--- src/rtl/relu_lane_scheduler_pkg.sv ---
// Shared types and constants for the serial ReLU lane scheduler.
// Data type, FSM state encoding and requester indices.
package relu_lane_scheduler_pkg;

   localparam int DATA_W = 16;

   typedef logic signed [DATA_W-1:0] data_type;

   typedef logic [1:0] state_t;

   localparam state_t ST_IDLE   = 2'd0;
   localparam state_t ST_RUN    = 2'd1;
   localparam state_t ST_DRAIN1 = 2'd2;
   localparam state_t ST_DRAIN2 = 2'd3;

   localparam int REQ_FWD = 0;
   localparam int REQ_BWD = 1;

   localparam logic MODE_FWD = 1'b0;
   localparam logic MODE_BWD = 1'b1;

endpackage

--- src/rtl/relu_lane_scheduler_lane.sv ---
// Registered single-element ReLU lane, latency one cycle.
// Forward passes non-negative z; backward gates da by z > 0.
module relu_lane #(
   parameter int DATA_W = 16,
   parameter int ADDR_W = 3
) (
   input  logic                     clk,
   input  logic                     reset,
   input  logic                     mode,
   input  logic                     in_valid,
   input  logic [ADDR_W-1:0]        addr,
   input  logic signed [DATA_W-1:0] z,
   input  logic signed [DATA_W-1:0] da,
   output logic                     out_valid,
   output logic [ADDR_W-1:0]        out_addr,
   output logic signed [DATA_W-1:0] out_data
);

   import relu_lane_scheduler_pkg::*;

   localparam logic signed [DATA_W-1:0] ZERO = '0;

   logic signed [DATA_W-1:0] res;

   // Element arithmetic; z == 0 yields 0 in both modes.
   always_comb begin
      res = ZERO;
      if (mode == MODE_BWD) begin
         if (z > ZERO) res = da;
      end else begin
         if (!(z < ZERO)) res = z;
      end
   end

   // Output register; data is zeroed when no element is in flight.
   always_ff @(posedge clk) begin
      if (!reset) begin
         out_valid <= 1'b0;
         out_addr  <= '0;
         out_data  <= '0;
      end else begin
         out_valid <= in_valid;
         out_addr  <= addr;
         out_data  <= in_valid ? res : ZERO;
      end
   end

endmodule

--- src/rtl/relu_lane_scheduler.sv ---
// Shares one serial ReLU lane between forward and backward requesters.
// Round-robin arbiter, address walk FSM and read-data alignment stage.
module relu_lane_scheduler #(
   parameter int M      = 5,
   parameter int DATA_W = 16,
   parameter int ADDR_W = $clog2(M)
) (
   input  logic              clk,
   input  logic              reset,
   input  logic [1:0]        req,
   output logic [1:0]        gnt,
   output logic [1:0]        ack,
   output logic              busy,
   output logic              rd_en,
   output logic [ADDR_W-1:0] rd_addr,
   input  logic [DATA_W-1:0] z_rdata,
   input  logic [DATA_W-1:0] da_rdata,
   output logic              wr_en,
   output logic [ADDR_W-1:0] wr_addr,
   output logic [DATA_W-1:0] wr_data,
   output logic              wr_sel
);

   import relu_lane_scheduler_pkg::*;

   localparam logic [ADDR_W-1:0] LAST = ADDR_W'(M - 1);

   state_t            state;
   logic              last_bwd;
   logic [1:0]        pick;
   logic              rd_vld;
   logic [ADDR_W-1:0] rd_addr_q;
   logic signed [DATA_W-1:0] lane_data;

   // Arbiter: a lone request wins; on contention the one not served last wins.
   always_comb begin
      pick = 2'b00;
      unique case (req)
         2'b01:   pick = 2'b01;
         2'b10:   pick = 2'b10;
         2'b11:   pick = last_bwd ? 2'b01 : 2'b10;
         default: pick = 2'b00;
      endcase
   end

   // Job FSM, read address walk, grant/ack and read-valid alignment.
   always_ff @(posedge clk) begin
      if (!reset) begin
         state     <= ST_IDLE;
         last_bwd  <= 1'b1;
         gnt       <= 2'b00;
         ack       <= 2'b00;
         rd_en     <= 1'b0;
         rd_addr   <= '0;
         wr_sel    <= 1'b0;
         rd_vld    <= 1'b0;
         rd_addr_q <= '0;
      end else begin
         ack       <= 2'b00;
         rd_vld    <= rd_en;
         rd_addr_q <= rd_addr;
         case (state)
            ST_IDLE: begin
               if (req != 2'b00) begin
                  state    <= ST_RUN;
                  gnt      <= pick;
                  wr_sel   <= pick[REQ_BWD];
                  last_bwd <= pick[REQ_BWD];
                  rd_en    <= 1'b1;
                  rd_addr  <= '0;
               end
            end
            ST_RUN: begin
               if (rd_addr == LAST) begin
                  state   <= ST_DRAIN1;
                  rd_en   <= 1'b0;
                  rd_addr <= '0;
               end else begin
                  rd_addr <= rd_addr + 1'b1;
               end
            end
            ST_DRAIN1: begin
               state <= ST_DRAIN2;
               ack   <= gnt;
            end
            ST_DRAIN2: begin
               state  <= ST_IDLE;
               gnt    <= 2'b00;
               wr_sel <= 1'b0;
            end
            default: state <= ST_IDLE;
         endcase
      end
   end

   assign busy = (state != ST_IDLE);

   relu_lane #(
      .DATA_W (DATA_W),
      .ADDR_W (ADDR_W)
   ) u_lane (
      .clk       (clk),
      .reset     (reset),
      .mode      (wr_sel),
      .in_valid  (rd_vld),
      .addr      (rd_addr_q),
      .z         (z_rdata),
      .da        (da_rdata),
      .out_valid (wr_en),
      .out_addr  (wr_addr),
      .out_data  (lane_data)
   );

   assign wr_data = lane_data;

endmodule

--- config.mk ---
export PLATFORM = sky130hd
export DESIGN_NAME = relu_lane_scheduler
export DESIGN_NICKNAME = d
export VERILOG_FILES = /design/src/rtl/relu_lane_scheduler_pkg.sv /design/src/rtl/relu_lane_scheduler_lane.sv /design/src/rtl/relu_lane_scheduler.sv
export SDC_FILE = /design/constraint.sdc
export NUM_CORES = 1
export LEC_CHECK = 0
export CORE_MARGIN = 3
export CORE_UTILIZATION = 45
export DETAILED_ROUTE_END_ITERATION = 6
export GPL_TIMING_DRIVEN = 0
export MAX_ROUTING_LAYER = met4
export PLACE_DENSITY = 0.88
export SETUP_SLACK_MARGIN = 0.4
export SLEW_MARGIN = 20
export SYNTH_ARGS = -nofsm -noshare
export SYNTH_HDL_FRONTEND = slang
export SYNTH_HIERARCHICAL = 1
export SYNTH_SLANG_ARGS = --single-unit
--- constraint.sdc ---
create_clock -name clk -period 3.65 [get_ports clk]
set_clock_uncertainty 0.1 [all_clocks]
set_input_delay 0.5475 -clock clk [delete_from_list [all_inputs] [get_ports clk]]
set_output_delay 0.5475 -clock clk [all_outputs]
set_load 0.01 [all_outputs]
==> results of run 1 <==
## area by class of cell
cell class                 instances  area (sq um)
fill                             217           810
buffer                            11           123
clock buffer                       6          41.3
timing repair buffer              65           651
tap                               44          55.1
sequential                        35           701
clock inverter                     2          60.1
inverter                           6          22.5
multi-input combinational         92           716
## flip-flops by register name, summed over array words and instances, names as in the netlist
name and flops:
rd_addr_q 3, rd_vld 1, u_lane/out_addr 3, last_bwd 1
rd_en 1, ack 2, rd_addr 3, state 2
u_lane/out_data 16, wr_sel 1, u_lane/out_valid 1, gnt 1
## kinds of logic after synthesis
family | count (synthesis) | synth area share
multiplexers | 1 | 0.00721
flip-flops | 35 | 0.449
AND/OR/NAND/NOR | 49 | 0.192
AO/OA/AOI/OAI | 35 | 0.203
adder cells (fa/ha/maj) | 7 | 0.0561
buffers and inverters | 17 | 0.0929
## critical path, stage by stage (launching register included)
cell	delay, ns
dfxtp_1	0.41
inv_1	0.10
ha_1	0.21
buf_6	0.13
inv_1	0.05
clkdlybuf4s50_1	0.52
## final timing paths
path                                 from                       endpoint
setup / recovery    state[0]$_SDFFE_PN0P_                           busy
hold / removal    rd_addr_q[2]$_SDFF_PN0_  u_lane/out_addr[2]$_SDFF_PN0_
setup reg to reg    state[0]$_SDFFE_PN0P_             rd_en$_SDFFE_PN0P_
hold reg to reg   rd_addr_q[2]$_SDFF_PN0_  u_lane/out_addr[2]$_SDFF_PN0_
## report_power, final
part	switching (W)	internal [W]	leakage (nW)
registers	0.0000363	0.000429	0.284
clock network	0.000127	0.000214	0.0525
logic	0.000198	0.000236	0.557
## layout by cell type (no fill, tap or decap), types with 3 or more instances in the layout
| cell | n |
|---|---|
| a21oi_1 | 6 |
| and2_2 | 4 |
| and3_1 | 3 |
| buf_6 | 5 |
| clkbuf_4 | 5 |
| clkdlybuf4s50_1 | 65 |
| dfxtp_1 | 35 |
| ha_1 | 7 |
| inv_1 | 5 |
| nand3_1 | 18 |
| nor2_1 | 6 |
| nor4_1 | 4 |
| o21ai_0 | 3 |
| o21ai_1 | 5 |
| o2bb2ai_1 | 5 |
| o2bb2ai_2 | 10 |
## routing by layer
metal / up-vias / track usage
met4: 0 / 0.0554
met1: 620 / 0.216
li1: 660 / -
met5: - / -
met2: 49 / 0.350
met3: 5 / 0.0572
## metrics by stage
stage / std cells / power (W) / hold slack [ns] / area (sq um) / utilization
finish: 261 / 0.00124 / 0.371 / 2370 / 0.745
global route: 261 / 0.00131 / 0.393 / 2370 / 0.745
CTS: 261 / 0.00125 / 0.370 / 2370 / 0.745
detailed placement: 253 / 0.000907 / 0.334 / 2270 / 0.713
global placement: 253 / 0.000887 / 0.331 / 2270 / 0.713
floorplan: 144 / 0.000732 / 0.326 / 1560 / -
==> impl_metrics.yaml, run 1 <==
cts:
  cts_hold_buffers: 0
  cts.sinks: 35
  cts_resized: 0
  cts_inserted_buffers: 5
  clock_latency_ns: 0.33
  cts_buffer_depth: 2
  cts.clk_slew.worst_paths_ns: 0.11
  ctsHtreeMaxLevel: 2
  cts_setup_buffers: 0
  cts_tree: "yes"
  root_buffer: "clkbuf_4"
cells_and_area:
  diodes: 0
  drive_above_1_share: 0.166
  area_growth_pct: 51.7
  layout.nets: 259
route:
  drtAntennaViolNets: 0
  num_vias: 1334
  wl_met1_um: 1630
  drt_iter0_markers: 51
  viasPerCell: 5.11
  routed_wl_um: 3910
  met2_length_um: 1970
  routed-wl-met3_um: 265
  drc: 0
  drt_pass1_iterations: 4
  highest_layer: "met4"
  wl_per_cell_um: 15.0
logic_synthesis:
  post-synth-top-area-cell: "dfxtp_1"
  synthTopCellsByCount: "dfxtp_1, nand3_1, o2bb2ai_2, ha_1"
  synthTopCellsByArea: "dfxtp_1, o2bb2ai_2, nand3_1, ha_1, buf_6"
  synth_edf_count: 0
  synthCells: 144
  synth_area_sq_um: 1560
  yosysSeqAreaShare: 0.449
  synthFlopType: "dfxtp_1"
  yosys_warnings: 6
  synth_seq_cells: 35
  synth_nets: 187
  synth_most_common_cell: "dfxtp_1"
  ys_async_sr_fraction: 0
  yosysTopAreaCellShare: 0.449
  syn_area_per_cell_sq_um: 10.8
  synth_cell_type_count: 38
timing:
  timing.slew.headroom: 0.675
  fin_crit_ns: 2.39
  fin_crit_sh: 0.656
  fmax_ghz: 0.418
  setup_violations: 0
  layout_setup_ws_ns: 1.26
  hold_viol_final: 0
  drv_slew: 0
  rsz0062_at_grt: "false"
  setup_tns_ns: 0
  worst_pin_slew_ns: 0.484
setup_path:
  worst_setup_path_start_kind: "flop"
  crit_type: "reg -> out"
  path_max_fanout: 9
  r2r_slack_ns: 1.90
  arrival_ns: 1.75
  reg2regPathDepth: 6
  endpoint_kind: "primary output"
  crit_required_ns: 3.00
grt:
  grt_max_degree: 15
  overflow: 0
  first_global_vias: 1318
  antenna_found_initial: 0
  grt_use_total: 0.198
  grt_first_pass_wirelength_um: 6210
floorplan:
  placementRows: 20
  die_y_um: 64.9
  dieArea_sq_um: 4210
  initial_core_util: 0.491
  num_io_pins: 66
  coreArea_sq_um: 3180
  die_x_um: 64.9
worst_hold_path:
  hold_class: "reg -> reg"
  hold_depth: 1
power_and_ir_drop:
  p_per_area_nw_per_um2: 524
  vdd.ir_drop.worst_v: 0.000382
  leakage_nw: 0.894
place:
  port_buffers: 65
  routabilityCongestion: 0.776
  dpl_worst_slack_ns: 1.29
  hpwl_um: 3070
flow_run:
  cap_violations: 0
run_status:
  status: "completed"
Note: power is estimated with default switching activity, not from simulation.
==> run 2: changes to the inputs <==
--- a/config.mk
+++ b/config.mk
@@ -6,11 +6,11 @@
 export NUM_CORES = 1
 export LEC_CHECK = 0
 export CORE_MARGIN = 3
-export CORE_UTILIZATION = 45
+export CORE_UTILIZATION = 42
 export DETAILED_ROUTE_END_ITERATION = 6
 export GPL_TIMING_DRIVEN = 0
 export MAX_ROUTING_LAYER = met4
-export PLACE_DENSITY = 0.88
+export PLACE_DENSITY = 0.83
 export SETUP_SLACK_MARGIN = 0.4
 export SLEW_MARGIN = 20
 export SYNTH_ARGS = -nofsm -noshare
==> constraint.sdc (replaced) <==
create_clock -name clk -period 2.35 [get_ports clk]
set_clock_uncertainty 0.1 [all_clocks]
set_input_delay 0.3525 -clock clk [delete_from_list [all_inputs] [get_ports clk]]
set_output_delay 0.3525 -clock clk [all_outputs]
set_load 0.01 [all_outputs]
==> run 2 against run 1 <==
Against the previous run:
- first-iteration DRC count shrank 25%
- global-route usage decreased by 2.0 points
- non-clock buffer count did not move
- final cell count is 0.77% higher
- utilization shrank 6.6 points
- worst hold slack worse by 0.022 ns
- register-to-register slack worse by 1.3 ns
- final area fell by 0.58%
- sequential share of layout area increased by 0.28 points
- power up 45%
- clock-buffer cell count grew 1
==> impl_metrics.yaml, run 2 (synthesis results as in run 1) <==
cts:
  cts_hold_buffers: 0
  cts_buffer_depth: 2
  cts.clk_slew.worst_paths_ns: 0.07
  clock_latency_ns: 0.28
  ctsHtreeMaxLevel: 2
  root_buffer: "clkbuf_8"
  cts_inserted_buffers: 5
  cts_tree: "yes"
  cts.sinks: 35
  cts_setup_buffers: 0
timing:
  timing.slew.headroom: 0.685
  fmax_ghz: 0.545
  rsz0062_at_grt: "false"
  worst_pin_slew_ns: 0.471
  setup_tns_ns: 0
  fin_crit_ns: 1.84
  setup_violations: 0
  fin_crit_sh: 0.781
  hold_viol_final: 0
  drv_slew: 0
cells_and_area:
  drive_above_1_share: 0.171
  area_growth_pct: 50.8
  final_cell_mix: "clkdlybuf4s50_1, dfxtp_1, nand3_1"
  final_common_cell: "clkdlybuf4s50_1"
  largest_register_ffs: 16
  layout.nets: 259
  diodes: 0
  fin_area_sq_um: 2350
  largest-register: "u_lane/out_data"
setup_path:
  crit_slowest_cell: "dfxtp_2"
  reg2regPathDepth: 6
  r2r_slack_ns: 0.61
  worst-path-stages: 5
  path_delay_family: "buffers and inverters"
  worst_setup_path_start_kind: "flop"
  cpMostUsedCell: "inv_1"
  rr_startpoint: "state[0]$_SDFFE_PN0P_"
  path_max_fanout: 9
  crit_buf_inv: 4
  crit_type: "reg -> out"
  crit_start: "state[0]$_SDFFE_PN0P_"
  arrival_ns: 1.38
  r2r_end: "rd_en$_SDFFE_PN0P_"
  endpoint_kind: "primary output"
  crit_path_max_incr_delay_ns: 0.36
  crit_end: "busy"
  crit_chain: "inv_1 -> ha_1 -> buf_6 -> inv_1 -> dlygate4sd2_1"
  crit_required_ns: 1.90
route:
  wl_per_cell_um: 13.9
  num_vias: 1350
  routed_wl_um: 3670
  viasPerCell: 5.13
  drt_iter0_markers: 38
  drc: 0
  drtAntennaViolNets: 0
  drt_pass1_iterations: 5
floorplan:
  num_io_pins: 66
  initial_core_util: 0.450
  die_y_um: 67.0
  coreArea_sq_um: 3470
  dieArea_sq_um: 4490
  die_x_um: 67.0
  placementRows: 21
power_and_ir_drop:
  leakage_nw: 0.895
  p_per_area_nw_per_um2: 764
  vdd.ir_drop.worst_v: 0.000483
  p_total_w: 0.00180
grt:
  overflow: 0
  grt_use_total: 0.178
  grt_first_pass_wirelength_um: 5810
  antenna_found_initial: 0
  grt_max_degree: 15
  first_global_vias: 1294
worst_hold_path:
  hold_class: "reg -> reg"
  hold_depth: 1
  min-delay-start: "rd_addr_q[1]$_SDFF_PN0_"
place:
  routabilityCongestion: 0.798
  port_buffers: 65
  place_area_sq_um: 2270
  hpwl_um: 2840
run_status:
  status: "completed"
flow_run:
  cap_violations: 0
-- run 2: report_power, final --
group | switching, W | internal (W)
Sequential | 0.0000534 | 0.000671
Clock | 0.000199 | 0.000208
Combinational | 0.000307 | 0.000361
-- run 2: layout make-up --
type	count	area (sq um)
fill	267	1110
multi-input combinational	92	716
sequential	35	703
timing repair buffer	65	652
buffer	11	123
clock buffer	7	76.3
tap	46	57.6
inverter	6	22.5
clock inverter	1	5.00
-- run 2: metrics by stage --
stage	std cells	worst slack, ns	util	hold slack (ns)
finish	263	0.515	0.679	0.349
global route	263	0.429	0.679	0.361
CTS	263	0.464	0.678	0.353
detailed placement	255	0.161	0.654	0.337
global placement	255	0.177	0.654	0.330
floorplan	144	0.714	-	0.326
-- run 2: worst reg2reg max path: cells and delay by family, from the launching register on --
family	cells	cell delay (ns)
simple gates	2	0.39
flops	1	0.36
mux	1	0.33
buf+inv	2	0.22
fa+ha+maj	1	0.22
-- run 2: per-layer routing --
layer	wire [um]	vias up	GRT usage	share of wire
li1	-	660	-	-
met3	342	7	0.0590	0.093
met5	0	-	-	0
met2	1800	62	0.300	0.49
met1	1460	621	0.186	0.40
met4	63	0	0.0861	0.017
-- run 2: worst min-delay path by stage --
stage / end
5_1_grt: u_lane/out_addr[0]$_SDFF_PN0_
3_5_place_dp: u_lane/out_addr[1]$_SDFF_PN0_
4_1_cts: u_lane/out_addr[1]$_SDFF_PN0_
6_report: u_lane/out_addr[1]$_SDFF_PN0_
2_1_floorplan: u_lane/out_addr[0]$_SDFF_PN0_
3_3_place_gp: u_lane/out_addr[1]$_SDFF_PN0_
-- run 2: repair_timing --
action                     4_1_cts  5_1_grt
gates resized for setup          3        1
hold endpoints to repair         0        0
setup endpoints to repair        1        2
==> run 3: changes to the inputs <==
==> constraint.sdc (replaced) <==
create_clock -name clk -period 1.9 [get_ports clk]
set_clock_uncertainty 0.1 [all_clocks]
set_input_delay 0.285 -clock clk [delete_from_list [all_inputs] [get_ports clk]]
set_output_delay 0.285 -clock clk [all_outputs]
set_load 0.01 [all_outputs]
==> run 3 against run 2 <==
Against the previous run:
- worst hold slack worse by 0.16 ns
- utilization is 5.9 points higher
- first-iteration DRC count is 140% higher
- final area is 8.7% higher
- critical endpoint is now state[1]$_SDFFE_PN0P_
- largest cell class unchanged
==> impl_metrics.yaml, run 3 (synthesis results as in run 1) <==
cts:
  clock_latency_ns: 0.27
  root_buffer: "clkbuf_8"
  cts_buffer_depth: 2
  cts.sinks: 35
  cts.clk_slew.worst_paths_ns: 0.07
  cts_inserted_buffers: 5
  cts_tree: "yes"
  ctsHtreeMaxLevel: 2
  cts_hold_buffers: 0
cells_and_area:
  fin_util: 0.738
  largest-register: "u_lane/out_data"
  final_cell_mix: "dlygate4sd2_1, dfxtp_1, nand3_1, clkdlybuf4s50_1, buf_4"
  area_growth_pct: 63.9
  largest_register_ffs: 16
  diodes: 0
  final_common_cell: "dlygate4sd2_1"
  drive_above_1_share: 0.328
  layout.nets: 272
  fillCellCount: 254
setup_path:
  arrival_ns: 1.65
  path_delay_family: "flip-flops"
  crit_type: "reg -> reg"
  worst_setup_path_start_kind: "flop"
  endpoint_kind: "flop"
  crit_path_max_incr_delay_ns: 0.37
  cpMostUsedCell: "buf_6"
  crit_required_ns: 1.96
  crit_chain: "inv_4 -> ha_4 -> buf_6 -> nor3b_4 -> buf_6 -> nor3b_2 -> o21a_1"
  path_max_fanout: 5
  crit_slowest_cell: "dfxtp_4"
  crit_buf_inv: 3
route:
  drc: 0
  num_vias: 1454
  routed_wl_um: 4570
  drt_pass1_iterations: 4
  viasPerCell: 5.29
  drtAntennaViolNets: 0
  drt_iter0_markers: 93
  wl_per_cell_um: 16.6
worst_hold_path:
  hold_class: "in -> reg"
flow_run:
  cap_violations: 0
place:
  routabilityCongestion: 0.825
  hpwl_um: 3130
  port_buffers: 65
grt:
  overflow: 0
  first_global_vias: 1490
  antenna_found_initial: 0
  grt_use_total: 0.217
  grt_max_degree: 15
  grt_first_pass_wirelength_um: 7070
timing:
  fin_crit_sh: 0.835
  drv_slew: 0
  worst_pin_slew_ns: 0.323
  setup_violations: 0
  fmax_ghz: 0.630
  hold_viol_final: 0
  rsz0062_at_grt: "true"
  fin_crit_ns: 1.59
  timing.slew.headroom: 0.784
floorplan:
  dieArea_sq_um: 4490
  coreArea_sq_um: 3470
  die_y_um: 67.0
  num_io_pins: 66
  initial_core_util: 0.450
  placementRows: 21
  die_x_um: 67.0
power_and_ir_drop:
  p_total_w: 0.00257
  leakage_nw: 1.16
  vdd.ir_drop.worst_v: 0.000688
  p_per_area_nw_per_um2: 1000
run_status:
  status: "completed"
run 3: final cells by class:
class,instances,area (sq um),share of cell area
Inverter,6,27.5,0.0108
Timing Repair Buffer,78,737,0.288
Clock inverter,1,5.00,0.00196
Multi-Input combinational cell,92,810,0.316
Sequential cell,35,711,0.278
Buffer,11,129,0.0504
Clock buffer,6,82.6,0.0323
Tap cell,46,57.6,0.0225
run 3: path summary, 6_finish.rpt:
kind	endpoint	slack [ns]	startpoint	depth (start not counted)
setup / recovery	state[1]$_SDFFE_PN0P_	0.31	state[0]$_SDFFE_PN0P_	7
hold / removal	u_lane/out_data[14]$_SDFF_PP0_	0.19	z_rdata[14]	2
setup reg to reg	state[1]$_SDFFE_PN0P_	0.31	state[0]$_SDFFE_PN0P_	7
hold reg to reg	u_lane/out_addr[0]$_SDFF_PN0_	0.35	rd_addr_q[0]$_SDFF_PN0_	1
run 3: timing repair:
item	CTS	global route
pin swaps	9	13
buffers inserted	8	3
resized for setup	64	18
setup endpoints to repair	53	24
cloned	2	0
run 3: metal layers:
layer	part of all wire	wire, um	track usage	up-vias
li1	-	-	-	684
met1	0.36	1650	0.212	685
met2	0.53	2410	0.390	79
met3	0.10	456	0.0809	6
met4	0.0096	44	0.0785	0
met5	0	0	-	-
run 3: metrics by stage:
stage          cells  setup TNS [ns]  cell area [sq um]  worst slack (ns)  hold slack, ns
6_report         275               0               2560             0.313           0.190
3_3_place_gp     255           -2.36               2280            -0.205           0.331
2_1_floorplan    144               0               1570             0.410           0.265
3_5_place_dp     255           -2.72               2280            -0.224           0.338
4_1_cts          272               0               2490             0.276           0.272
5_1_grt          275               0               2560             0.245           0.182
run 3: where the power goes:
group          internal [W]  switching, W
Combinational      0.000592      0.000537
Sequential         0.000836     0.0000752
Clock              0.000284      0.000243
run 3: worst register-to-register path, delay by kind of cell, from the launching register on:
family | cells | cell delay (ns)
buf+inv | 3 | 0.35
flops | 1 | 0.37
simple gates | 2 | 0.37
fa+ha+maj | 1 | 0.12
compound gates | 1 | 0.18
